File: config.mk
export PLATFORM = sky130hd
export DESIGN_NAME = tx_frame_sequencer
export DESIGN_NICKNAME = d
export VERILOG_FILES = /design/src/rtl/tx_frame_sequencer_pkg.sv /design/src/rtl/tx_frame_sequencer_grant_select.sv /design/src/rtl/tx_frame_sequencer.sv
export SDC_FILE = /design/constraint.sdc
export NUM_CORES = 1
export LEC_CHECK = 0
export ABC_CLOCK_PERIOD_IN_PS = 2200
export CAP_MARGIN = 20
export CORE_MARGIN = 2
export CORE_UTILIZATION = 25
export CTS_BUF_LIST = sky130_fd_sc_hd__clkbuf_8
export CTS_CLUSTER_SIZE = 10
export DETAILED_ROUTE_END_ITERATION = 16
export SLEW_MARGIN = 20
export SYNTH_ARGS = -nofsm -noshare
export SYNTH_HDL_FRONTEND = slang
export SYNTH_SLANG_ARGS = --single-unit
File: constraint.sdc
create_clock -name clk -period 2.2 [get_ports clk]
set_input_delay 0.44 -clock clk [delete_from_list [all_inputs] [get_ports clk]]
set_output_delay 0.44 -clock clk [all_outputs]
set_load 0.02 [all_outputs]
File: src/rtl/tx_frame_sequencer_pkg.sv
// tx_frame_sequencer_pkg: shared encodings and helpers for the transmit frame sequencer.
package tx_frame_sequencer_pkg;
    typedef enum logic [1:0] {
        ST_IDLE = 2'd0,
        ST_SEND = 2'd1,
        ST_GAP  = 2'd2
    } state_e;
    typedef enum logic {
        CLS_H = 1'b0,
        CLS_L = 1'b1
    } class_e;
    localparam logic [1:0] P_BE  = 2'd0;
    localparam logic [1:0] P_RC  = 2'd1;
    localparam logic [1:0] P_TT  = 2'd2;
    localparam logic [1:0] P_PCF = 2'd3;
    function automatic logic [15:0] sat_inc(input logic [15:0] v);
        return (v == 16'hFFFF) ? v : v + 16'd1;
    endfunction
endpackage

File: src/rtl/tx_frame_sequencer_grant_select.sv
// grant_select: combinational priority pick of go pulses, H first then lowest L index.
module grant_select
    import tx_frame_sequencer_pkg::*;
#(
    parameter int N_L = 3
) (
    input  logic           go_h_i,
    input  logic [N_L-1:0] go_l_i,
    output logic           valid_o,
    output class_e         class_o,
    output logic [2:0]     idx_o,
    output logic           multi_o
);
    logic [N_L:0] all_go;
    logic [2:0]   l_idx;
    assign all_go = {go_l_i, go_h_i};
    always_comb begin
        l_idx = '0;
        for (int i = N_L - 1; i >= 0; i--) l_idx = go_l_i[i] ? 3'(i) : l_idx;
        valid_o = |all_go;
        class_o = go_h_i ? CLS_H : CLS_L;
        idx_o   = go_h_i ? 3'd0 : l_idx;
        // clearing the lowest set bit leaves something only when two or more are set
        multi_o = |(all_go & (all_go - (N_L+1)'(1)));
    end
endmodule

File: src/rtl/tx_frame_sequencer.sv
// tx_frame_sequencer: plays granted frames as tx_en bursts plus inter-frame gap,
// with busy feedback to the scheduler, per-class frame counters and sticky errors.
module tx_frame_sequencer
    import tx_frame_sequencer_pkg::*;
#(
    parameter int N_L        = 3,
    parameter int IFG_CYCLES = 12
) (
    input  logic             clk,
    input  logic             rst,
    input  logic             go_H_i,
    input  logic [N_L-1:0]   go_L_i,
    input  logic [7:0]       pkt_len_H_i,
    input  logic [8*N_L-1:0] pkt_len_L_i,
    output logic             ena_n_o,
    output logic             tx_en_o,
    output logic             tx_class_o,
    output logic [2:0]       tx_channel_o,
    output logic [7:0]       tx_remaining_o,
    output logic             tx_done_o,
    output logic [15:0]      cnt_H_o,
    output logic [15:0]      cnt_L_o,
    output logic             err_conflict_o,
    output logic             err_overrun_o,
    output logic             err_zero_len_o
);
    localparam logic [7:0] IFG = 8'(IFG_CYCLES);

    state_e      state_q, state_d;
    logic [7:0]  rem_q, rem_d;
    logic [7:0]  gap_q, gap_d;
    class_e      cls_q, cls_d;
    logic [2:0]  chan_q, chan_d;
    logic [15:0] cnt_h_q, cnt_h_d;
    logic [15:0] cnt_l_q, cnt_l_d;
    logic        conf_q, conf_d;
    logic        over_q, over_d;
    logic        zero_q, zero_d;

    logic        win_valid;
    class_e      win_cls;
    logic [2:0]  win_idx;
    logic        win_multi;
    logic [7:0]  win_len;
    logic        idle;

    grant_select #(.N_L(N_L)) u_grant_select (
        .go_h_i  (go_H_i),
        .go_l_i  (go_L_i),
        .valid_o (win_valid),
        .class_o (win_cls),
        .idx_o   (win_idx),
        .multi_o (win_multi)
    );

    always_comb begin
        win_len = pkt_len_H_i;
        for (int i = 0; i < N_L; i++)
            win_len = (win_cls == CLS_L && win_idx == 3'(i)) ? pkt_len_L_i[8*i +: 8] : win_len;
    end

    always_ff @(posedge clk or posedge rst) begin
        if (rst) begin
            state_q <= ST_IDLE;
            rem_q   <= '0;
            gap_q   <= '0;
            cls_q   <= CLS_H;
            chan_q  <= '0;
            cnt_h_q <= '0;
            cnt_l_q <= '0;
            conf_q  <= 1'b0;
            over_q  <= 1'b0;
            zero_q  <= 1'b0;
        end else begin
            state_q <= state_d;
            rem_q   <= rem_d;
            gap_q   <= gap_d;
            cls_q   <= cls_d;
            chan_q  <= chan_d;
            cnt_h_q <= cnt_h_d;
            cnt_l_q <= cnt_l_d;
            conf_q  <= conf_d;
            over_q  <= over_d;
            zero_q  <= zero_d;
        end
    end

    assign idle = (state_q == ST_IDLE);

    always_comb begin
        state_d = state_q;
        rem_d   = rem_q;
        gap_d   = gap_q;
        cls_d   = cls_q;
        chan_d  = chan_q;
        cnt_h_d = cnt_h_q;
        cnt_l_d = cnt_l_q;
        conf_d  = conf_q | win_multi;
        over_d  = over_q | (win_valid && !idle);
        zero_d  = zero_q | (win_valid && idle && win_len == 8'd0);
        if (idle && win_valid && win_len != 8'd0) begin
            state_d = ST_SEND;
            rem_d   = win_len;
            cls_d   = win_cls;
            chan_d  = win_idx;
        end else if (state_q == ST_SEND) begin
            state_d = (rem_q == 8'd1) ? ST_GAP : ST_SEND;
            rem_d   = (rem_q == 8'd1) ? 8'd0 : rem_q - 8'd1;
            gap_d   = (rem_q == 8'd1) ? IFG : gap_q;
            cnt_h_d = (rem_q == 8'd1 && cls_q == CLS_H) ? sat_inc(cnt_h_q) : cnt_h_q;
            cnt_l_d = (rem_q == 8'd1 && cls_q == CLS_L) ? sat_inc(cnt_l_q) : cnt_l_q;
        end else if (state_q == ST_GAP) begin
            state_d = (gap_q == 8'd1) ? ST_IDLE : ST_GAP;
            gap_d   = (gap_q == 8'd1) ? 8'd0 : gap_q - 8'd1;
        end
    end

    always_comb begin
        ena_n_o        = !idle;
        tx_en_o        = (state_q == ST_SEND);
        tx_done_o      = (state_q == ST_SEND) && (rem_q == 8'd1);
        tx_class_o     = cls_q;
        tx_channel_o   = chan_q;
        tx_remaining_o = rem_q;
        cnt_H_o        = cnt_h_q;
        cnt_L_o        = cnt_l_q;
        err_conflict_o = conf_q;
        err_overrun_o  = over_q;
        err_zero_len_o = zero_q;
    end
endmodule

Word-level counts from Yosys, hierarchy flattened
Cells that the tools add are included.

$add $sub $neg: 5. Muxes and demuxes: 20. Reduce and logical (&&, ||, !) cells: 23. Shifts and indexed selects: 0. Eq/ne operators: 9. $lt $le $gt $ge: 0. Bitwise operators: 8. Div/mod/pow operators: 0. Multiply operators: 0.

Operator list (count): $mux 8 (10); $add 16x1->16 const B (2); $eq 16x16->1 const B (2); $eq 8x1->1 const B (2); $sub 8x1->8 const B (2); $mux 2 (6); $logic_and 1x1->1 (10); $mux 3 (3); $logic_not 8->1 (1); $reduce_and 4->1 (2); $reduce_bool 8->1 (1); $reduce_or 4->1 (2); $and 4x4->4 (1); $not 1->1 (4); $reduce_bool 2->1 (2); $sub 4x1->4 const B (1); $eq 3x1->1 const B (1); $eq 3x2->1 const B (1); $logic_not 3->1 (1); $or 1x1->1 (3); $reduce_and 3->1 (1); $reduce_bool 3->1 (1); $eq 2x1->1 const B (1); $eq 2x2->1 const B (1); other kinds (4) (4).

Register bits after elaboration: 57. Input bits: 38. RAM bits: 0. Memories kept: 0. Bits in latches: 0. Bits in read-only memories: 0. Logic and storage cells: 75.

Logic depth before layout (Yosys ltp)
Depth in word-level cells: 13. Gate-level depth with buffers: 11.

Cells and area by module
From an unflattened synthesis, not the netlist that was laid out.

Cells, all modules: 365. Area, all modules: 3407.0 µm².

By module, submodules not included: tx_frame_sequencer (cells each 356, seq. area each 1426.4 µm², times used 1, area an instance 3349.5 µm²); grant_select (cells each 9, seq. area each 0.0 µm², times used 1, area an instance 57.6 µm²).

Worst setup path after synthesis
Ideal clock, no wire load.

Kind: input-to-reg. Start: input go_L_i[2]. End: register cnt_l_q[1], in the netlist cnt_L_o[1]. Slack: -0.370 ns. Path buffers: 2. Required time: 2.075 ns. Data arrival time: 2.446 ns. Stages on the path: 9. Setup time: 0.125 ns. Path through: buf_4 o21ba_1 buf_6 or3_1 a22oi_1 and4_4 a41oi_4 nor3_1 mux2_2.

Cells in the longest elaborated chain, start to end: 13. Elaborated cells on any way between the ends: 19. Those cells by class: eq/ne: 2; mux: 7; bitwise: 1; reduce/logical: 9.

RTL lines: start: declaration (line tx_frame_sequencer.sv:12) `input logic [N_L-1:0] go_L_i,`; $mux 2 (line tx_frame_sequencer_grant_select.sv:19) `for (int i = N_L - 1; i >= 0; i--) l_idx = go_l_i[i] ? 3'(i) : l_idx;`; $mux 3 (2 in series) (line tx_frame_sequencer_grant_select.sv:19); $mux 3 (line tx_frame_sequencer_grant_select.sv:22) `idx_o = go_h_i ? 3'd0 : l_idx;`; $logic_not 3->1 (line tx_frame_sequencer.sv:59) `win_len = (win_cls == CLS_L && win_idx == 3'(i)) ? pkt_len_L_i[8*i +: 8] : win_len;`; $logic_and 1x1->1 (line tx_frame_sequencer.sv:59); $mux 8 (3 in series) (line tx_frame_sequencer.sv:59); $reduce_bool 8->1 (line tx_frame_sequencer.sv:101) `if (idle && win_valid && win_len != 8'd0) begin`; $logic_and 1x1->1 * (line tx_frame_sequencer.sv:101); $not 1->1 (no line) *; $reduce_and 4->1 (no line) *; end signal: assignment (line tx_frame_sequencer.sv:81) `cnt_l_q <= cnt_l_d;`; end: declaration (line tx_frame_sequencer.sv:35) `logic [15:0] cnt_l_q, cnt_l_d;`.

Every way passes the cells marked *; elsewhere a longest branch is shown, timed or not. A chain may end at the register's enable or synchronous reset.

Worst setup path after layout
Start: input go_H_i. End: register gap_q[5].

Cells in the longest elaborated chain, start to end: 10. Elaborated cells on any way between the ends: 17. Those cells by class: eq/ne: 2; mux: 5; bitwise: 1; reduce/logical: 9.

RTL lines: start: declaration (line tx_frame_sequencer.sv:11) `input logic go_H_i,`; $mux 3 (line tx_frame_sequencer_grant_select.sv:22); $logic_not 3->1 (line tx_frame_sequencer.sv:59); $logic_and 1x1->1 (line tx_frame_sequencer.sv:59); $mux 8 (3 in series) (line tx_frame_sequencer.sv:59); $reduce_bool 8->1 (line tx_frame_sequencer.sv:101); $logic_and 1x1->1 * (line tx_frame_sequencer.sv:101); $not 1->1 (no line) *; $reduce_and 3->1 (no line) *; end signal: assignment (line tx_frame_sequencer.sv:77) `gap_q <= gap_d;`; end: declaration (line tx_frame_sequencer.sv:31) `logic [7:0] gap_q, gap_d;`.

Marked as above.

==> metrics.txt <==
fin cells=697; post-synthesis xor/xnor area fraction=~7.7%; kind of critical path=input pin to flip-flop; placed cells=between 600 and 700; Compound-Gate Fraction of Synth Area=approximately an eighth; HPWL Detailed=~7200 um; reg2reg setup slack=roughly 0.09 ns; setup violators final=14; fraction of registers with async set/reset=100.0%; most frequent cells in the layout=clkdlybuf4s50_1, buf_4, dfrtp_1; Max rail drop VDD=between 200 and 250 uV; CP required=approximately 2.4 ns; register area share after synthesis=about two fifths; Netlist cell types=between 50 and 60; total negative slack=-0.6453 ns; CTS sink count=between 50 and 60; hold-critical path endpoint=tx_class_o; # hold bufs at CTS=0; vias in the first global route=between 3000 and 4000; final instance area=approximately 5700 sq um; gpl congestion=between 0.7 and 0.8; Final Critical Period=between 2 and 2.5 ns; Slew HR=about 66%; total grt overflow=0; critical path endpoint category=flip-flop; Initial Utilization=25.67%; Power per Cell Area=~330 nW/um^2; hold path cells=3; synthesized cell area=between 3000 and 4000 sq um; fin nets=about 570; CTS tree=yes; Hold Crit Class=input pin to flip-flop; worst slew pin tran=between 0.5 and 0.6 ns; First-pass DRT Iterations=4; #FFs+latches synth=56; Die Wd=120.8 um; first-pass GRT wire length=approximately 17000 um; mux contribution to synthesized area=3.336%; Clock Pin Slew Worst Setup and Hold Paths=about 0.11 ns; Worst Setup SP=go_H_i; drt via density=4.725; max-slew violations=0; RSZ-0062 raised after global routing=true; via count=approximately 3300; violations in the final reports=setup timing; DR iter-0 viols=~150; maximum clock insertion buffer count=2; Mean Syn Cell Area=around 9.5 sq um; Max Clk Rate=approximately 440 MHz; CTS root buf=clkbuf_8; Layout Skew=0.01491 ns; ANT nets after route=0; Remaining DRCs=0; floorplan core area=13300 sq um; area post-placement=between 4000 and 5000 sq um; most used flip-flop cell after synthesis=dfrtp_1; Fillers=1238; Arr. time, crit path=2.53 ns; LEAKAGE=around 2.3 nW; total track usage=between 10% and 20%; initial antenna violation count=0; type of origin of the critical path=input pin; # rows=42; R2R cell count=8; status=finished, violations left; largest family of logic cells by synthesized area=simple AND/OR/NAND/NOR gates; Net Count, Synth=405; Port-buffer cells=86; layout cell share with drive strength beyond 1=between 30% and 40%; CP max FO=7; Hold Vio Cnt, Final=0; Yosys warnings=0; Tcrit/Tclk final=104.3%; Worst R2R Start=gap_q[4]; commonest non-fill, non-tap cell in the layout=clkdlybuf4s50_1; Num CTS Buffers=5; Vert. Die Dim=around 120 um; max_cap viols=0; routed len/inst=around 15 um; die area=approximately 15000 sq um; worst r2r dst=gap_q[6]; top-level I/O count=roughly 90; clk_lat worst skew=around 0.32 ns; Post-Synth Simple-Gate Area=between 20% and 30%; worst hold start=go_H_i; total power draw=approximately 1.9 mW; Synth Area in Adders=3.592%; CTS HTree Levels=2; # diodes=0; DRT Wirelength=between 10000 and 15000 um; Post-synth EDFFs=0; area added between synthesis and finish=68.37%; Worst Slack Setup Final=-0.09410 ns; Syn Inst Count=358; Util after Layout=between 40 and 50%; largest net degree at the start of global routing=57
[metrics by stage]
| stage | worst slack [ns] | hold slack [ns] |
|---|---|---|
| floorplan | -0.3011 | 0.4428 |
| global placement | -0.7732 | 0.4710 |
| detailed placement | -0.8681 | 0.4674 |
| CTS | -0.08302 | 0.4441 |
| global route | -0.1538 | 0.4548 |
| finish | -0.09410 | 0.4595 |
[how the worst max path moves through the flow]
stage          slack [ns]         end
3_3_place_gp        -0.77  cnt_H_o[2]
2_1_floorplan       -0.30    gap_q[7]
3_5_place_dp        -0.87    gap_q[6]
4_1_cts             -0.08  cnt_L_o[6]
6_report            -0.09    gap_q[5]
5_1_grt             -0.15  cnt_L_o[9]
[cells by family (layout without fill, tap and decap cells)]
group | after synthesis | count (layout)
simple gates | 158 | 158
compound gates | 63 | 63
flops | 56 | 56
xor+xnor | 30 | 30
buf+inv | 29 | 192
mux | 11 | 11
fa+ha+maj | 10 | 10
other cells | 1 | 1
[power by group]
part / internal, mW / leakage, nW / switching (mW)
Sequential: 1.03 / 0.590 / 0
Clock: 0.230 / 0.0485 / 0.376
Combinational: 0.152 / 1.65 / 0.105
Total: 1.41 / 2.29 / 0.481
[cells in the mapped netlist, drive strengths merged (3+ instances only)]
| cell | instances | area [sq um] |
|---|---|---|
| mux2i | 8 | 80.08 |
| nor4 | 8 | 111.4 |
| and3 | 9 | 56.30 |
| nand3 | 17 | 85.08 |
| o22ai | 3 | 18.77 |
| nor2 | 29 | 108.9 |
| nor2b | 7 | 43.79 |
| xor2 | 27 | 236.5 |
| xnor2 | 3 | 26.28 |
| nor3 | 22 | 110.1 |
| clkbuf | 5 | 18.77 |
| a31oi | 3 | 18.77 |
| buf | 13 | 107.6 |
| a21oi | 18 | 90.09 |
| inv | 11 | 41.29 |
| nor3b | 8 | 60.06 |
| o31ai | 6 | 45.04 |
| or2 | 4 | 25.03 |
| ha | 9 | 112.6 |
| a22oi | 5 | 37.54 |
| or3 | 7 | 48.80 |
| nand2 | 28 | 105.1 |
| mux2 | 3 | 33.78 |
| nand4 | 6 | 37.54 |
| o21bai | 3 | 22.52 |
| dfrtp | 56 | 1401 |
| o21ai | 10 | 50.05 |
[worst max-delay path, stage by stage]
cell and delay, ns:
buf_2 0.12, buf_6 0.13, buf_4 0.15, buf_4 0.15, nand2_1 0.05, o21ai_0 0.08, o22a_1 0.26, nor2b_4 0.16
a41oi_4 0.14, buf_4 0.17, buf_6 0.12, or3_4 0.37, o31ai_2 0.20
[repair_timing]
action	in CTS	in global routing
setup buffers	19	16
resized for setup	80	48
setup endpoints to repair	55	45
gates cloned	2	1
pin swaps	40	25
[state kept, by name, summed over array words and instances, names as in the netlist]
name            count
tx_channel_o        2
err_zero_len_o      1
tx_remaining_o      8
tx_class_o          1
gap_q               8
state_q             2
cnt_H_o            16
err_conflict_o      1
err_overrun_o       1
cnt_L_o            16
[layer usage]
layer  vias to the layer above  part of all wire, %  GRT usage (%)  wire length (um)
met5                         -                    0              0                 0
met4                         0                  1.1          2.762               109
met3                        11                  3.2          2.500               335
met2                        55                   52          24.02              5384
met1                      1621                   44          18.22              4528
li1                       1606                    -              -                 -
[final cells by class]
class / instances / area [sq um] / share of cell area [%]
Multi-Input combinational cell: 273 / 2344 / 40.78
Tap cell: 176 / 220.2 / 3.832
Clock inverter: 3 / 22.52 / 0.3919
Sequential cell: 56 / 1401 / 24.38
Timing Repair Buffer: 173 / 1649 / 28.70
Inverter: 11 / 41.29 / 0.7185
Clock buffer: 5 / 68.82 / 1.197
No activity file was read; power rests on OpenSTA's default activity.
